===== src/rtl/inst_buffer.sv =====
// inst_buffer: circular FIFO of {vaddr, inst} between fetch and decode.
// Define IB_BYPASS_EN to forward an offered entry straight to decode when the buffer is empty.
module inst_buffer #(
    parameter int DEPTH = 8
) (
    input  logic                     clk,
    input  logic                     reset,
    input  logic                     flush,
    input  logic [31:0]              inst_i,
    input  logic [31:0]              vaddr_i,
    input  logic                     ib_valid_i,
    output logic                     ib_ready_o,
    output logic [31:0]              inst_o,
    output logic [31:0]              vaddr_o,
    output logic                     id_valid_o,
    input  logic                     id_ready_i,
    output logic [$clog2(DEPTH):0]   count_o
);
    localparam int AW = $clog2(DEPTH);
    localparam logic [AW:0] FULL = (AW+1)'(DEPTH);

    logic [31:0]   inst_q  [DEPTH];
    logic [31:0]   vaddr_q [DEPTH];
    logic [AW-1:0] wr_ptr_q, wr_ptr_d, rd_ptr_q, rd_ptr_d;
    logic [AW:0]   count_q, count_d;
    logic          push, pop;

    assign ib_ready_o = count_q != FULL;
    assign count_o    = count_q;

`ifdef IB_BYPASS_EN
    logic byp;
    assign byp        = count_q == '0 && ib_valid_i && !flush;
    assign id_valid_o = !flush && (count_q != '0 || byp);
    assign inst_o     = byp ? inst_i  : inst_q[rd_ptr_q];
    assign vaddr_o    = byp ? vaddr_i : vaddr_q[rd_ptr_q];
    // A bypassed entry taken by decode is never written
    assign push       = ib_valid_i && ib_ready_o && !flush && !(byp && id_ready_i);
    assign pop        = id_valid_o && id_ready_i && !flush && !byp;
`else
    assign id_valid_o = !flush && count_q != '0;
    assign inst_o     = inst_q[rd_ptr_q];
    assign vaddr_o    = vaddr_q[rd_ptr_q];
    assign push       = ib_valid_i && ib_ready_o && !flush;
    assign pop        = id_valid_o && id_ready_i && !flush;
`endif

    always_comb begin
        wr_ptr_d = flush ? '0 : (push ? wr_ptr_q + 1'b1 : wr_ptr_q);
        rd_ptr_d = flush ? '0 : (pop  ? rd_ptr_q + 1'b1 : rd_ptr_q);
        count_d  = flush ? '0 : count_q + (AW+1)'(push) - (AW+1)'(pop);
    end

    always_ff @(posedge clk or negedge reset) begin
        if (!reset) begin
            wr_ptr_q <= '0;
            rd_ptr_q <= '0;
            count_q  <= '0;
        end else begin
            wr_ptr_q <= wr_ptr_d;
            rd_ptr_q <= rd_ptr_d;
            count_q  <= count_d;
        end
    end

    // Storage is deliberately left out of reset
    always_ff @(posedge clk) begin
        if (push) begin
            inst_q[wr_ptr_q]  <= inst_i;
            vaddr_q[wr_ptr_q] <= vaddr_i;
        end
    end
endmodule


===== config.mk =====
export PLATFORM = sky130hd
export DESIGN_NAME = inst_buffer
export DESIGN_NICKNAME = d
export VERILOG_FILES = /design/src/rtl/inst_buffer.sv
export SDC_FILE = /design/constraint.sdc
export NUM_CORES = 1
export LEC_CHECK = 0
export CELL_PAD_IN_SITES_DETAIL_PLACEMENT = 1
export CELL_PAD_IN_SITES_GLOBAL_PLACEMENT = 1
export CORE_AREA = 2 2 211 213
export CTS_BUF_LIST = sky130_fd_sc_hd__clkbuf_16
export DETAILED_ROUTE_END_ITERATION = 10
export DIE_AREA = 0 0 213 215
export PLACE_DENSITY_LB_ADDON = 0.1
export SYNTH_ARGS = -nofsm -noshare
export SYNTH_HDL_FRONTEND = slang
export SYNTH_SLANG_ARGS = --single-unit

===== constraint.sdc =====
create_clock -name clk -period 11.85 [get_ports clk]
set_input_delay 2.37 -clock clk [delete_from_list [all_inputs] [get_ports clk]]
set_output_delay 2.37 -clock clk [all_outputs]
set_load 0.05 [all_outputs]

# == Yosys cells after proc, flatten, opt, wreduce, memory -nomap -nowiden ==
# Memory sizes are Yosys's and may differ from the RTL's.
# Cells that the tools add are included.
# W data, S select, Z words.
# classes
n_addsub,4
eq_ne,1
n_reduce_logical,9
n_mux,7
# op_table
op,n
$mux W3,4
$add A3 B1 Y3 const B,2
$logic_and A1 B1 Y1,5
$add A4 B1 Y4,1
$mux W4,1
$ne A4 B4 Y1 const B,1
$reduce_bool A2 Y1,2
$reduce_bool A4 Y1,1
$sub A4 B1 Y4,1
$mux W1,2
$logic_not A1 Y1,1
# word_totals
inputBits,69
regBits,10
output_inout_bits,70
ramBits,512
word_cells,26
memories,2
# mem_list
name,words,width,read_ports,rd_ports_with_merged_regs,wr,line_no,text
inst_q,8,32,1,0,1,22,logic [31:0] inst_q [DEPTH];
vaddr_q,8,32,1,0,1,23,logic [31:0] vaddr_q [DEPTH];

# == Depth between registers and ports, before layout ==
# depth
ltp_word,6
depth_mapped,11
mapped_depth_nobuf,11

# == Least setup slack after synthesis ==
# No wires, ideal clock.
# synth_timing
path_kind,input -> register
start,input port ib_valid_i
end,memory inst_q[0][0] (enable)
path_buffers,0
setup_ns,0.565
arrival_ns,7.365
required_time_ns,11.285
setup_slack_ns,3.920
path_stages,3
path_cell_list,inv_1 -> or4_1 -> nor3_1
# synth_via
elab_chain_len,4
# synth_lines
item,line_no,text
from (decl),11,"input logic ib_valid_i,"
$logic_and A1 B1 Y1 (2 in a row),44,assign push = ib_valid_i && ib_ready_o && !flush;
$mux W1,68,if (push) begin
$mux W1 (not written as such),69,inst_q[wr_ptr_q] <= inst_i;
to (decl),22,
# Every way passes these cells.

# == Final worst setup path ==
# layout_timing
start,register rd_ptr_q[1]
end,output port vaddr_o[16]
# layout_via
elab_chain_len,1
# layout_lines
item,line_no,text
from (decl),24,"logic [AW-1:0] wr_ptr_q, wr_ptr_d, rd_ptr_q, rd_ptr_d;"
from (signal assigned),61,rd_ptr_q <= rd_ptr_d;
$mem_v2 Z8 W32,-,
to (decl),14,"output logic [31:0] vaddr_o,"
# Every way passes these cells.

==> metrics.md <==
| Metric | Value |
|---|---|
| Status | `finished clean` |
| CP max-delay cell | `buf_4` |
| Post-layout min period | `6.61 ns` |
| Clock Latency Late Sink | `0.59 ns` |
| Critical path's most frequent cell | `buf_4` |
| Fin crit share | `55.8%` |
| Nets | `1064` |
| Vias in the first global route | `9640` |
| R2R Path Start | `count_o[2]` |
| Drt wl/cell | `24.7 um` |
| Residual DRC count | `0` |
| Max Clock Freq | `151 MHz` |
| Hold Startpoint | `wr_ptr_q[2]` |
| Layout cells sized above 1 | `28.0%` |
| Routed length on met2 | `20.3 mm` |
| Final Power | `4.88 mW` |
| TritonRoute pass-1 iters | `5` |
| Post-Syn Area | `19900 sq um` |
| Max Buffers Root-to-Sink | `3` |
| # H-tree levels | `2` |
| Req. time, crit path | `9.48 ns` |
| Die X | `213 um` |
| Setup TNS | `0 ns` |
| DRT iter0 DRCs | `503` |
| Hold Violations, Final | `0` |
| Dpl ws | `5.35 ns` |
| Hold endpoint | `wr_ptr_q[2]` |
| Met3 wire length | `2.04 mm` |
| Crit path largest cell delay | `0.84 ns` |
| Cell taking the most area after synthesis | `edfxtp_1` |
| Via/cell ratio | `5.36` |
| Syn nets | `894` |
| PostCTS Resize Cnt | `0` |
| Port bufs | `138` |
| VDD IR max | `0.136 mV` |
| Hold path cells | `2` |
| Max-Cap Viols | `0` |
| Final setup violation count | `0` |
| Cells after DPL | `1523` |
| RSZ-0062 raised after global routing | `false` |
| Final ANT Viol Nets | `0` |
| Rel. slew slack | `31.5%` |
| Hold WC Path Type | `reg2reg` |
| Largest net degree at the start of global routing | `108` |
| Post-synthesis sequential area ratio | `78.6%` |
| CP endpoint kind | `output port` |
| WHS | `0.675 ns` |
| Total global-route track usage | `18.3%` |
| CP Launch Type | `register` |
| CP arrival | `4.24 ns` |
| WL met1 | `16.9 mm` |
| Die Span Y | `215 um` |
| Max Slew Vio Count | `0` |
| Clk sinks | `522` |
| Top sig layer | `met5` |
| Critical setup path kind | `reg2out` |
| Post-Syn Instances | `816` |
| CP Max Fanout | `65` |
| Setup slack, reg-to-reg | `8.53 ns` |
| Pwr dens | `207 nW/um^2` |
| Buf+Inv Stages, Crit Path | `3` |
| Yosys warns | `0` |
| Layout area overhead | `18.4%` |
| CP top delay family | `buffers and inverters` |
| I/O pin count | `139` |
| Post-DP HPWL | `20.5 mm` |
| Slew @ Worst Pin | `1.03 ns` |
| First-pass GRT wire length | `60.9 mm` |
| Main area contributors after synthesis | `edfxtp_1 77%, mux4_2 15%, mux2_2 3.7%` |
| Fin worst setup slack | `5.24 ns` |
| Drt total wl | `40.0 mm` |
| FF-to-FF path depth | `6` |
| Reg-to-Reg End | `vaddr_q[2][3]` |
| Post-synthesis cell type count | `26` |
| CTS tree | `built` |
| Area fraction of the dominant cell type after synthesis | `77.3%` |
| Die area | `45800 sq um` |
| Pleak | `7.26 nW` |
| Gr ovfl total | `0` |
| Gp weighted congestion | `0.671` |
| Antenna violations before repair | `5` |
| Number of buffers created by CTS | `53` |
| Worst Skew | `0.0105 ns` |
| Syn_area_per_cell | `24.4 sq um` |
| Setup bufs post-CTS | `0` |
| DR vias | `8671` |
| Fill count | `3694` |
| Core ar. | `43600 sq um` |
| Post-Layout Cell Count | `1619` |
| Starting Density | `45.5%` |
| Crit path cell chain | `buf_4, buf_4, mux4_2, mux2_2, clkdlybuf4s50_1` |
| Yosys reg bits | `522` |
| Std-Cell Rows | `77` |
| Clock Tree Root | `clkbuf_16` |
| Reg clk slew, reported paths | `0.06 ns` |
| Hold_buf cts | `0` |
[final cells by class]
cell class / instances / area [sq um] / share of cell area (%)
timing repair buffer: 152 / 1500 / 6.37
inverter: 7 / 26.3 / 0.112
tap: 592 / 741 / 3.15
multi-input combinational: 250 / 4050 / 17.2
clock inverter: 40 / 251 / 1.07
clock buffer: 53 / 1330 / 5.63
sequential: 522 / 15600 / 66.4
antenna: 3 / 7.51 / 0.0319
[state kept, by name, indices dropped and copies added, names as in the netlist]
register,count
wr_ptr_q,3
inst_q,256
vaddr_q,256
rd_ptr_q,3
count_o,4
[stage by stage]
step	area, sq um	util (%)
after floorplan	19900	-
after global routing	23500	53.9
final	23500	53.9
after global placement	22000	50.3
after CTS	23500	53.9
after detailed placement	22000	50.3
[synthesized netlist by cell type (all sizes together)]
library cell,number
a31o,1
or3,3
or4,1
clkbuf,13
nand2,4
a21oi,5
nor2,10
nand4b,1
inv,7
o21ai,4
nor3,2
nand3,2
nor2b,6
nand2b,5
mux2,65
mux4,128
ha,8
dfrtp,10
xnor2,1
nor3b,2
fa,1
edfxtp,512
buf,24
mux2i,1
[how the worst max path moves through the flow]
stage,startpoint,endpoint,cells after the start
finish,rd_ptr_q[1],vaddr_o[16],5
CTS,rd_ptr_q[1],vaddr_o[15],5
floorplan,ib_valid_i,inst_q[0][0],3
global route,rd_ptr_q[1],vaddr_o[16],5
detailed placement,flush,id_valid_o,3
global placement,flush,id_valid_o,3
[layer usage]
metal / global-route usage (%) / up-vias
li1: - / 3813
met1: 24.3 / 4624
met2: 30.7 / 178
met3: 3.89 / 54
met4: 4.71 / 2
met5: 0 / -
[layout by cell type (no fill, tap or decap)]
cell and instances:
a21oi_1 5, a31o_2 1, buf_12 1, buf_4 13, bufinv_16 3, clkbuf_16 53, clkdlybuf4s50_1 138, clkinv_1 20
clkinv_2 10, dfrtp_1 7, dfrtp_4 3, diode_2 3, edfxtp_1 512, fa_1 1, ha_1 8, inv_1 12
inv_6 2, mux2_2 65, mux2i_1 1, mux4_2 128, nand2_1 4, nand2b_1 5, nand3_1 2, nand4b_1 1
nor2_1 4, nor2_4 6, nor2b_1 6, nor3_2 2, nor3b_1 2, o21ai_0 4, or3_1 3, or4_1 1
xnor2_1 1
[cells by family after synthesis]
family	count (synthesis)	synth area share, %
AO/OA/AOI/OAI	10	0.271
XOR/XNOR	1	0.0441
adder cells (fa/ha/maj)	9	0.604
buffers and inverters	44	1.28
flip-flops	522	78.6
multiplexers	194	18.2
AND/OR/NAND/NOR	36	0.963
[power by group]
group          switching (mW)  leakage (nW)  internal (mW)
Sequential             0.0450          4.75           2.09
Combinational           0.680          1.70          0.527
Clock                   0.666         0.802          0.870
[worst reg2reg max path: cells and delay by family (launching register included)]
family,cells,cell delay (ns)
AND/OR/NAND/NOR,3,1.51
buffers and inverters,2,0.86
flip-flops,1,0.35
adder cells (fa/ha/maj),1,0.19
Note: power is estimated with default switching activity, not from simulation.
